<file path="config.mk">
export PLATFORM = sky130hd
export DESIGN_NAME = period_meter
export DESIGN_NICKNAME = d
export VERILOG_FILES = /design/src/rtl/period_meter.sv
export SDC_FILE = /design/constraint.sdc
export NUM_CORES = 1
export LEC_CHECK = 0
export BUFFER_PORTS_ARGS = -buffer_cell sky130_fd_sc_hd__buf_2
export CORE_AREA = 4 4 50 70
export DETAILED_ROUTE_END_ITERATION = 16
export DIE_AREA = 0 0 54 74
export HOLD_SLACK_MARGIN = 0.15
export PLACE_DENSITY_LB_ADDON = 0.08
export SLEW_MARGIN = 0
export SYNTH_ARGS = -nofsm -noshare
export SYNTH_HDL_FRONTEND = slang
export SYNTH_SLANG_ARGS = --single-unit
</file>
<file path="constraint.sdc">
create_clock -name clk -period 1.74 [get_ports clk]
set_input_delay 0.087 -clock clk [delete_from_list [all_inputs] [get_ports clk]]
set_output_delay 0.087 -clock clk [all_outputs]
set_load 0.005 [all_outputs]
</file>
<file path="src/rtl/period_meter.sv">
// Measures rise-to-rise period and high time of an asynchronous pulse train in clk cycles,
// with a one-cycle valid strobe, a lock level and a sticky overflow flag.
module period_meter #(
  parameter int CNT_W       = 8,
  parameter int SYNC_STAGES = 2
) (
  input  logic             clk,
  input  logic             rst,
  input  logic             sig_in,
  output logic [CNT_W-1:0] period,
  output logic [CNT_W-1:0] high_cycles,
  output logic             valid,
  output logic             locked,
  output logic             overflow
);

  typedef enum logic {IDLE, MEASURE} state_t;

  localparam logic [CNT_W-1:0] CNT_MAX = '1;
  localparam logic [CNT_W-1:0] CNT_ONE = CNT_W'(1);

  state_t           state_reg, state_next;
  logic [SYNC_STAGES-1:0] sync_reg;
  logic             s_prev_reg;
  logic             s, rise;
  logic [CNT_W-1:0] cnt_reg, cnt_next;
  logic [CNT_W-1:0] hcnt_reg, hcnt_next;
  logic [CNT_W-1:0] period_next, high_next;
  logic             valid_next, locked_next, overflow_next;

  assign s    = sync_reg[SYNC_STAGES-1];
  assign rise = s & ~s_prev_reg;

  always_ff @(posedge clk) begin
    if (rst) begin
      sync_reg    <= '0;
      s_prev_reg  <= 1'b0;
      state_reg   <= IDLE;
      cnt_reg     <= '0;
      hcnt_reg    <= '0;
      period      <= '0;
      high_cycles <= '0;
      valid       <= 1'b0;
      locked      <= 1'b0;
      overflow    <= 1'b0;
    end else begin
      sync_reg    <= {sync_reg[SYNC_STAGES-2:0], sig_in};
      s_prev_reg  <= s;
      state_reg   <= state_next;
      cnt_reg     <= cnt_next;
      hcnt_reg    <= hcnt_next;
      period      <= period_next;
      high_cycles <= high_next;
      valid       <= valid_next;
      locked      <= locked_next;
      overflow    <= overflow_next;
    end
  end

  always_comb begin
    state_next    = state_reg;
    cnt_next      = cnt_reg;
    hcnt_next     = hcnt_reg;
    period_next   = period;
    high_next     = high_cycles;
    valid_next    = 1'b0;
    locked_next   = locked;
    overflow_next = overflow;
    case (state_reg)
      IDLE: begin
        // First rise only arms the counters; no measurement exists yet.
        if (rise) begin
          cnt_next   = CNT_ONE;
          hcnt_next  = CNT_ONE;
          state_next = MEASURE;
        end
      end
      MEASURE: begin
        if (rise) begin
          period_next   = cnt_reg;
          high_next     = hcnt_reg;
          valid_next    = 1'b1;
          locked_next   = 1'b1;
          overflow_next = 1'b0;
          cnt_next      = CNT_ONE;
          hcnt_next     = CNT_ONE;
        end else if (cnt_reg == CNT_MAX) begin
          overflow_next = 1'b1;
          locked_next   = 1'b0;
          state_next    = IDLE;
        end else begin
          // hcnt is bounded by cnt, so it cannot wrap before cnt saturates.
          cnt_next = cnt_reg + CNT_ONE;
          if (s) hcnt_next = hcnt_reg + CNT_ONE;
        end
      end
      default: state_next = IDLE;
    endcase
  end

endmodule

</file>
==> impl_metrics.py, run 1 <==
metrics = {
    "run_status": {
        "outcome": "finished clean",
    },
    "floorplanning": {
        "die_area_um2": 4000,
        "coreArea_um2": 2850,
        "io_pins": 22,
        "start_util_pct": 54.5,
        "rows": 23,
        "fp.dieW_um": 54,
        "die_h_um": 74,
    },
    "critical_path": {
        "crit_path_max_incr_delay_ps": 520,
        "cp_cell_sequence": "ha_1 > nand3_2 > o21ai_2 > or4_1 > a31oi_1",
        "crit_path_max_fanout": 6,
        "required_ps": 1950,
        "critPathBufInv": 0,
        "worstPathArrival_ps": 1830,
        "crit_family": "simple AND/OR/NAND/NOR gates",
        "crit_slowest_cell": "or4_1",
        "start_kind": "flop",
        "endpoint_kind": "flop",
        "worstSetupPathType": "reg -> reg",
    },
    "clocking": {
        "cts_buffer_depth": 2,
        "cts_tree": "yes",
        "htreeDepth": 2,
        "clk_pin_slew_worst_paths_ps": 70,
        "cts_made_buffers": 5,
        "clock_latency_ps": 290,
        "post_cts_buffers": 0,
        "cts_root_buffer": "clkbuf_8",
        "cts.sinks": 39,
    },
    "global_route": {
        "globalRouteTotalUtil_pct": 19.4,
        "grt_pass1_vias": 1217,
        "antenna_found_initial": 0,
        "grt_pass1_wl_um": 5590,
        "overflow": 0,
        "grt_max_degree": 19,
    },
    "placed_design": {
        "io_buffers": 21,
        "dp_hpwl_um": 2400,
        "dpl_worst_slack_ps": 58.0,
        "place_congestion": 0.897,
        "dp.cells": 213,
    },
    "detailed_routing": {
        "drc_errors": 0,
        "viasPerCell": 5.76,
        "dr.pass1.iters": 4,
        "antenna_left": 0,
        "wl_per_cell_um": 14.7,
        "drt_iter0_markers": 36,
        "vias": 1284,
        "drt-total-wl_um": 3280,
    },
    "flow_run": {
        "maxCapViolCount": 0,
    },
    "pwr": {
        "max-vdd-ir-drop_v": 0.000703,
        "p_sw_share_pct": 20.6,
        "combPwrFrac_pct": 3.7,
        "p_switching_uw": 335,
        "clkPwrFrac_pct": 40.0,
        "leakage_uw": 0.000733,
        "intPower_uw": 1290,
        "pwr-share-seq_pct": 56.3,
        "p_per_area_nw_per_um2": 880,
        "p_total_uw": 1620,
    },
    "final_layout": {
        "final_layout_size_suffix_gt1_share_pct": 23.7,
        "finalNonFillerCells": 223,
        "n_antenna_cell": 0,
        "final_common_cell": "dfxtp_1",
        "area_growth_pct": 18.8,
        "layout_common_cells": "dfxtp_1 (39), buf_2 (21), a22o_1 (16), nand2_1 (10), a21oi_1 (9)",
        "nets": 190,
    },
    "synthesis": {
        "synth.top_cell.area_share_pct": 50.3,
        "synthCells": 155,
        "yosys.area.top_type": "dfxtp_1",
        "synth_seq_cells": 39,
        "ys.warnings.count": 0,
        "synth_area_um2": 1550,
        "syn_area_per_cell_um2": 10.0,
        "seq_area_frac_synth_pct": 50.3,
        "ys_top_cells_by_area": "dfxtp_1 (50%), a22o_1 (9.0%), o211ai_1 (3.9%), a21oi_1 (2.9%), nand2_1 (2.4%)",
        "synthDistinctLibCells": 42,
        "synth_fp_nets": 160,
    },
    "timing": {
        "period_minus_slack_ps": 1620,
        "fin_ws_ps": 118,
        "setup_tns_ps": 0,
        "hold_ws_ps": 452,
        "slew_viol_final": 0,
        "hold_viol_final": 0,
        "min_period_over_period_pct": 93.2,
        "finClkSkew_ps": 8.64,
        "setup_viol": 0,
        "tightest_slew_ps": 402,
        "max_clock_freq_mhz": 616,
        "rsz0062_at_grt": "false",
        "relSlewSlack_pct": 73.1,
    },
    "worst_hold_path": {
        "hold_path.class": "reg -> reg",
    },
}
[final timing paths]
kind / startpoint / endpoint / slack [ps] / cells after the start
setup / recovery: cnt_reg[0] / hcnt_reg[4] / 120 / 5
hold / removal: sync_reg[0] / sync_reg[1] / 450 / 1
setup reg to reg: cnt_reg[0] / hcnt_reg[4] / 120 / 5
hold reg to reg: sync_reg[0] / sync_reg[1] / 450 / 1
[area by class of cell]
class,count,area (um^2)
Clock buffer,8,100
Fill cell,246,1010
Inverter,6,22.5
Multi-Input combinational cell,103,716
Sequential cell,39,781
Tap cell,37,46.3
Timing Repair Buffer,30,178
[cells by family after synthesis]
logic type,count (synthesis),synth area share (%)
AOI/OAI and AO/OA,51,24.6
xor gates and xnor gates,3,1.69
adders and majority gates,2,1.61
buffers and inverters,13,3.87
DFF,39,50.3
muxes,1,0.645
and+or+nand+nor,46,17.3
[power by group through the flow]
stage / registers [uW] / logic, uW / clock network (uW)
5_1_grt: 914 / 66.7 / 715
3_5_place_dp: 933 / 56.3 / 0
3_3_place_gp: 933 / 55.4 / 0
6_report: 913 / 59.6 / 649
2_1_floorplan: 929 / 40.6 / 0
4_1_cts: 912 / 59.9 / 672
[synth_stat cells, drive strengths merged]
| master | number |
|---|---|
| o21a | 1 |
| o211ai | 8 |
| buf | 5 |
| inv | 6 |
| dfxtp | 39 |
| and4 | 2 |
| a31oi | 3 |
| a21oi | 11 |
| nor4 | 1 |
| xor2 | 2 |
| nand3b | 1 |
| and3 | 4 |
| a221oi | 1 |
| nand2 | 10 |
| xnor2 | 1 |
| nor2b | 2 |
| nand3 | 4 |
| o21ai | 3 |
| nor2 | 8 |
| or2 | 1 |
| nand2b | 3 |
| mux2i | 1 |
| a22o | 16 |
| a211oi | 4 |
| a31o | 1 |
| a211o | 1 |
| nand4 | 3 |
| a32oi | 1 |
| nor3 | 4 |
| clkbuf | 2 |
| ha | 2 |
| a311oi | 1 |
| or4 | 2 |
| and2b | 1 |
[stage by stage]
stage | instance area (um^2) | utilization [%]
3_5_place_dp | 1720 | 60.3
3_3_place_gp | 1720 | 60.3
6_report | 1840 | 64.7
2_1_floorplan | 1550 | -
5_1_grt | 1840 | 64.7
4_1_cts | 1840 | 64.5
[layer usage]
layer,global-route usage (%),vias up,share of wire [%]
met5,0,-,0
met4,11.1,0,2.5
met3,4.81,8,3.2
met2,32.9,27,52
met1,21.6,606,42
li1,-,643,-
[worst reg2reg max path: cells and delay by family, from the launching register on]
kind	cells	cell delay, ps
AO/OA/AOI/OAI	2	300
adder cells (fa/ha/maj)	1	260
flip-flops	1	340
AND/OR/NAND/NOR	2	650
[timing repair]
item,CTS,global route
endpoints found under the setup margin,0,2
endpoints found under the hold margin,2,0
hold buffers,2,0
gates resized for setup,0,1
Note: power is estimated with default switching activity, not from simulation.
==> run 2: changes to the inputs <==
--- a/config.mk
+++ b/config.mk
@@ -5,11 +5,13 @@
 export SDC_FILE = /design/constraint.sdc
 export NUM_CORES = 1
 export LEC_CHECK = 0
+export ABC_AREA = 1
 export BUFFER_PORTS_ARGS = -buffer_cell sky130_fd_sc_hd__buf_2
-export CORE_AREA = 4 4 50 70
+export CORE_AREA = 4 4 54 76
 export DETAILED_ROUTE_END_ITERATION = 16
-export DIE_AREA = 0 0 54 74
+export DIE_AREA = 0 0 58 80
 export HOLD_SLACK_MARGIN = 0.15
+export MAX_ROUTING_LAYER = met4
 export PLACE_DENSITY_LB_ADDON = 0.08
 export SLEW_MARGIN = 0
 export SYNTH_ARGS = -nofsm -noshare
==> run 2 against run 1 <==
Worst hold slack got worse by 45 ps; register-to-register slack improved by 190 ps; critical path depth grew 1; total power up 0.39%; clock power is 6.0% lower; die area is 16% higher; critical endpoint is now cnt_reg[0].
==> impl_metrics.py, run 2 <==
metrics = {
    "critical_path": {
        "cp_cell_sequence": "ha_1 > nand2_2 > nor2_4 > nand2_2 > a21oi_1 > a21oi_1",
        "worstPathArrival_ps": 1610,
        "start_kind": "flop",
        "reg2regPathDepth": 6,
        "r2r_setup_slack_ps": 310,
        "r2r-end": "cnt_reg[0]",
        "endpoint_kind": "flop",
        "required_ps": 1920,
        "crit_path_max_incr_delay_ps": 400,
        "crit_slowest_cell": "dfxtp_1",
        "worstSetupPathType": "reg -> reg",
        "r2r_start": "cnt_reg[1]",
        "crit_path_max_fanout": 5,
    },
    "synthesis": {
        "syn_area_per_cell_um2": 7.59,
        "synth_fp_nets": 246,
        "synth_seq_cells": 39,
        "ys.warnings.count": 0,
        "synthDistinctLibCells": 23,
        "ys_top_cells_by_area": "dfxtp_1 (43%), nand2_1 (11%), nand3_1 (9.9%), inv_1 (5.1%), nor2_1 (4.7%)",
        "synth_area_um2": 1830,
        "synthCells": 241,
        "yosys-top-cells-count": "nand2_1 (55), dfxtp_1 (39), nand3_1 (36), inv_1 (25), nor2_1 (23)",
        "synthFlopType": "dfxtp_1",
        "synthArstFlopShare_pct": 0,
        "seq_area_frac_synth_pct": 42.7,
        "synth_most_common_cell": "nand2_1",
        "yosys.area.top_type": "dfxtp_1",
        "synth-edff-count": 0,
        "synth.top_cell.area_share_pct": 42.7,
    },
    "final_layout": {
        "final_layout_size_suffix_gt1_share_pct": 22.3,
        "area_growth_pct": 12.6,
        "layout_common_cells": "nand2_1 (55), dfxtp_1 (39), nand3_1 (36), inv_1 (25), nor2_1 (23)",
        "ff_latch_area_um2": 781,
        "multi_input_area_um2": 867,
        "nets": 273,
        "fill_cells": 337,
        "final_common_cell": "nand2_1",
        "fin_util_pct": 60.9,
        "n_antenna_cell": 0,
    },
    "clocking": {
        "ctsResizeCount": 0,
        "cts_root_buffer": "clkbuf_8",
        "cts_made_buffers": 5,
        "cts.sinks": 39,
        "htreeDepth": 2,
        "clock_latency_ps": 290,
        "clk_pin_slew_worst_paths_ps": 80,
        "cts_tree": "yes",
        "cts_buffer_depth": 2,
    },
    "timing": {
        "period_minus_slack_ps": 1430,
        "finClkSkew_ps": 6.90,
        "hold_viol_final": 0,
        "setup_viol": 0,
        "rsz0062_at_grt": "false",
        "relSlewSlack_pct": 78.2,
        "max_clock_freq_mhz": 700,
        "tightest_slew_ps": 325,
        "min_period_over_period_pct": 82.1,
        "setup_tns_ps": 0,
        "slew_viol_final": 0,
    },
    "floorplanning": {
        "die_h_um": 80,
        "fp.dieW_um": 58,
        "start_util_pct": 54.1,
        "io_pins": 22,
        "rows": 25,
        "coreArea_um2": 3380,
        "die_area_um2": 4640,
    },
    "detailed_routing": {
        "drt-total-wl_um": 3760,
        "vias": 1568,
        "drt_iter0_markers": 64,
        "antenna_left": 0,
        "wl_per_cell_um": 12.2,
        "drc_errors": 0,
        "viasPerCell": 5.07,
        "dr.pass1.iters": 4,
    },
    "pwr": {
        "leakage_uw": 0.000874,
        "p_per_area_nw_per_um2": 791,
        "max-vdd-ir-drop_v": 0.000638,
    },
    "global_route": {
        "grt_pass1_wl_um": 6730,
        "busiest_layer": "met2",
        "met3_usage_pct": 5.02,
        "antenna_found_initial": 0,
        "overflow": 0,
        "met1_usage_pct": 23.3,
        "grt_use_met2_pct": 30.9,
        "grt_pass1_vias": 1440,
        "grt_max_degree": 30,
        "globalRouteTotalUtil_pct": 19.3,
    },
    "worst_hold_path": {
        "whs_path_depth": 2,
        "min_to": "sync_reg[1]",
        "hold_path.class": "reg -> reg",
        "hold_start": "sync_reg[0]",
    },
    "flow_run": {
        "maxCapViolCount": 0,
    },
    "run_status": {
        "outcome": "finished clean",
    },
    "placed_design": {
        "dp_hpwl_um": 2760,
        "io_buffers": 21,
        "place_congestion": 0.861,
    },
}
run 2: kinds of logic (layout without fill, tap and decap cells):
group           count (synthesis)  in the layout  synth area share, %
simple gates                  130            130                 33.5
compound gates                 34             34                 12.6
flops                          39             39                 42.7
buf+inv                        36             64                 9.86
fa+ha+maj                       2              2                 1.37
run 2: stage by stage:
stage	hold WS, ps	power [uW]	worst slack [ps]	cells	area (um^2)
floorplan	194	1020	485	241	1830
global placement	291	1040	341	298	1940
detailed placement	304	1040	317	298	1940
CTS	409	1650	301	309	2060
global route	435	1700	166	309	2060
finish	407	1630	312	309	2060
run 2: how the worst max path moves through the flow:
stage / start / end / depth (start not counted)
5_1_grt: cnt_reg[1] / cnt_reg[3] / 7
3_5_place_dp: cnt_reg[1] / cnt_reg[0] / 6
4_1_cts: cnt_reg[1] / cnt_reg[0] / 6
6_report: cnt_reg[1] / cnt_reg[0] / 6
3_3_place_gp: cnt_reg[1] / cnt_reg[0] / 6
2_1_floorplan: cnt_reg[0] / hcnt_reg[6] / 8
run 2: critical path, delay by kind of cell, from the launching register on:
family	cells	cell delay (ps)
AOI/OAI and AO/OA	2	320
adders and majority gates	1	200
DFF	1	400
and+or+nand+nor	3	400
run 2: where the power goes:
part / switching [uW] / internal [uW] / total [uW]
clock: 331 / 279 / 610
combinational: 66.1 / 34.3 / 100
sequential: 12.7 / 905 / 918
run 2: timing repair:
item	in CTS	in global routing
hold buffers	3	0
hold endpoints to repair	7	0
buffers inserted	0	0
run 2: layout make-up:
type / instances / area share (%)
Clock inverter: 3 / 0.973
Inverter: 29 / 5.53
Clock buffer: 5 / 3.34
Timing Repair Buffer: 27 / 7.66
Sequential cell: 39 / 37.9
Multi-Input combinational cell: 166 / 42.1
Tap cell: 40 / 2.43
run 2: metal layers:
layer / part of all wire (%) / vias up
li1: - / 829
met1: 46 / 709
met2: 49 / 26
met3: 3.8 / 4
met4: 1.0 / 0
met5: 0 / -
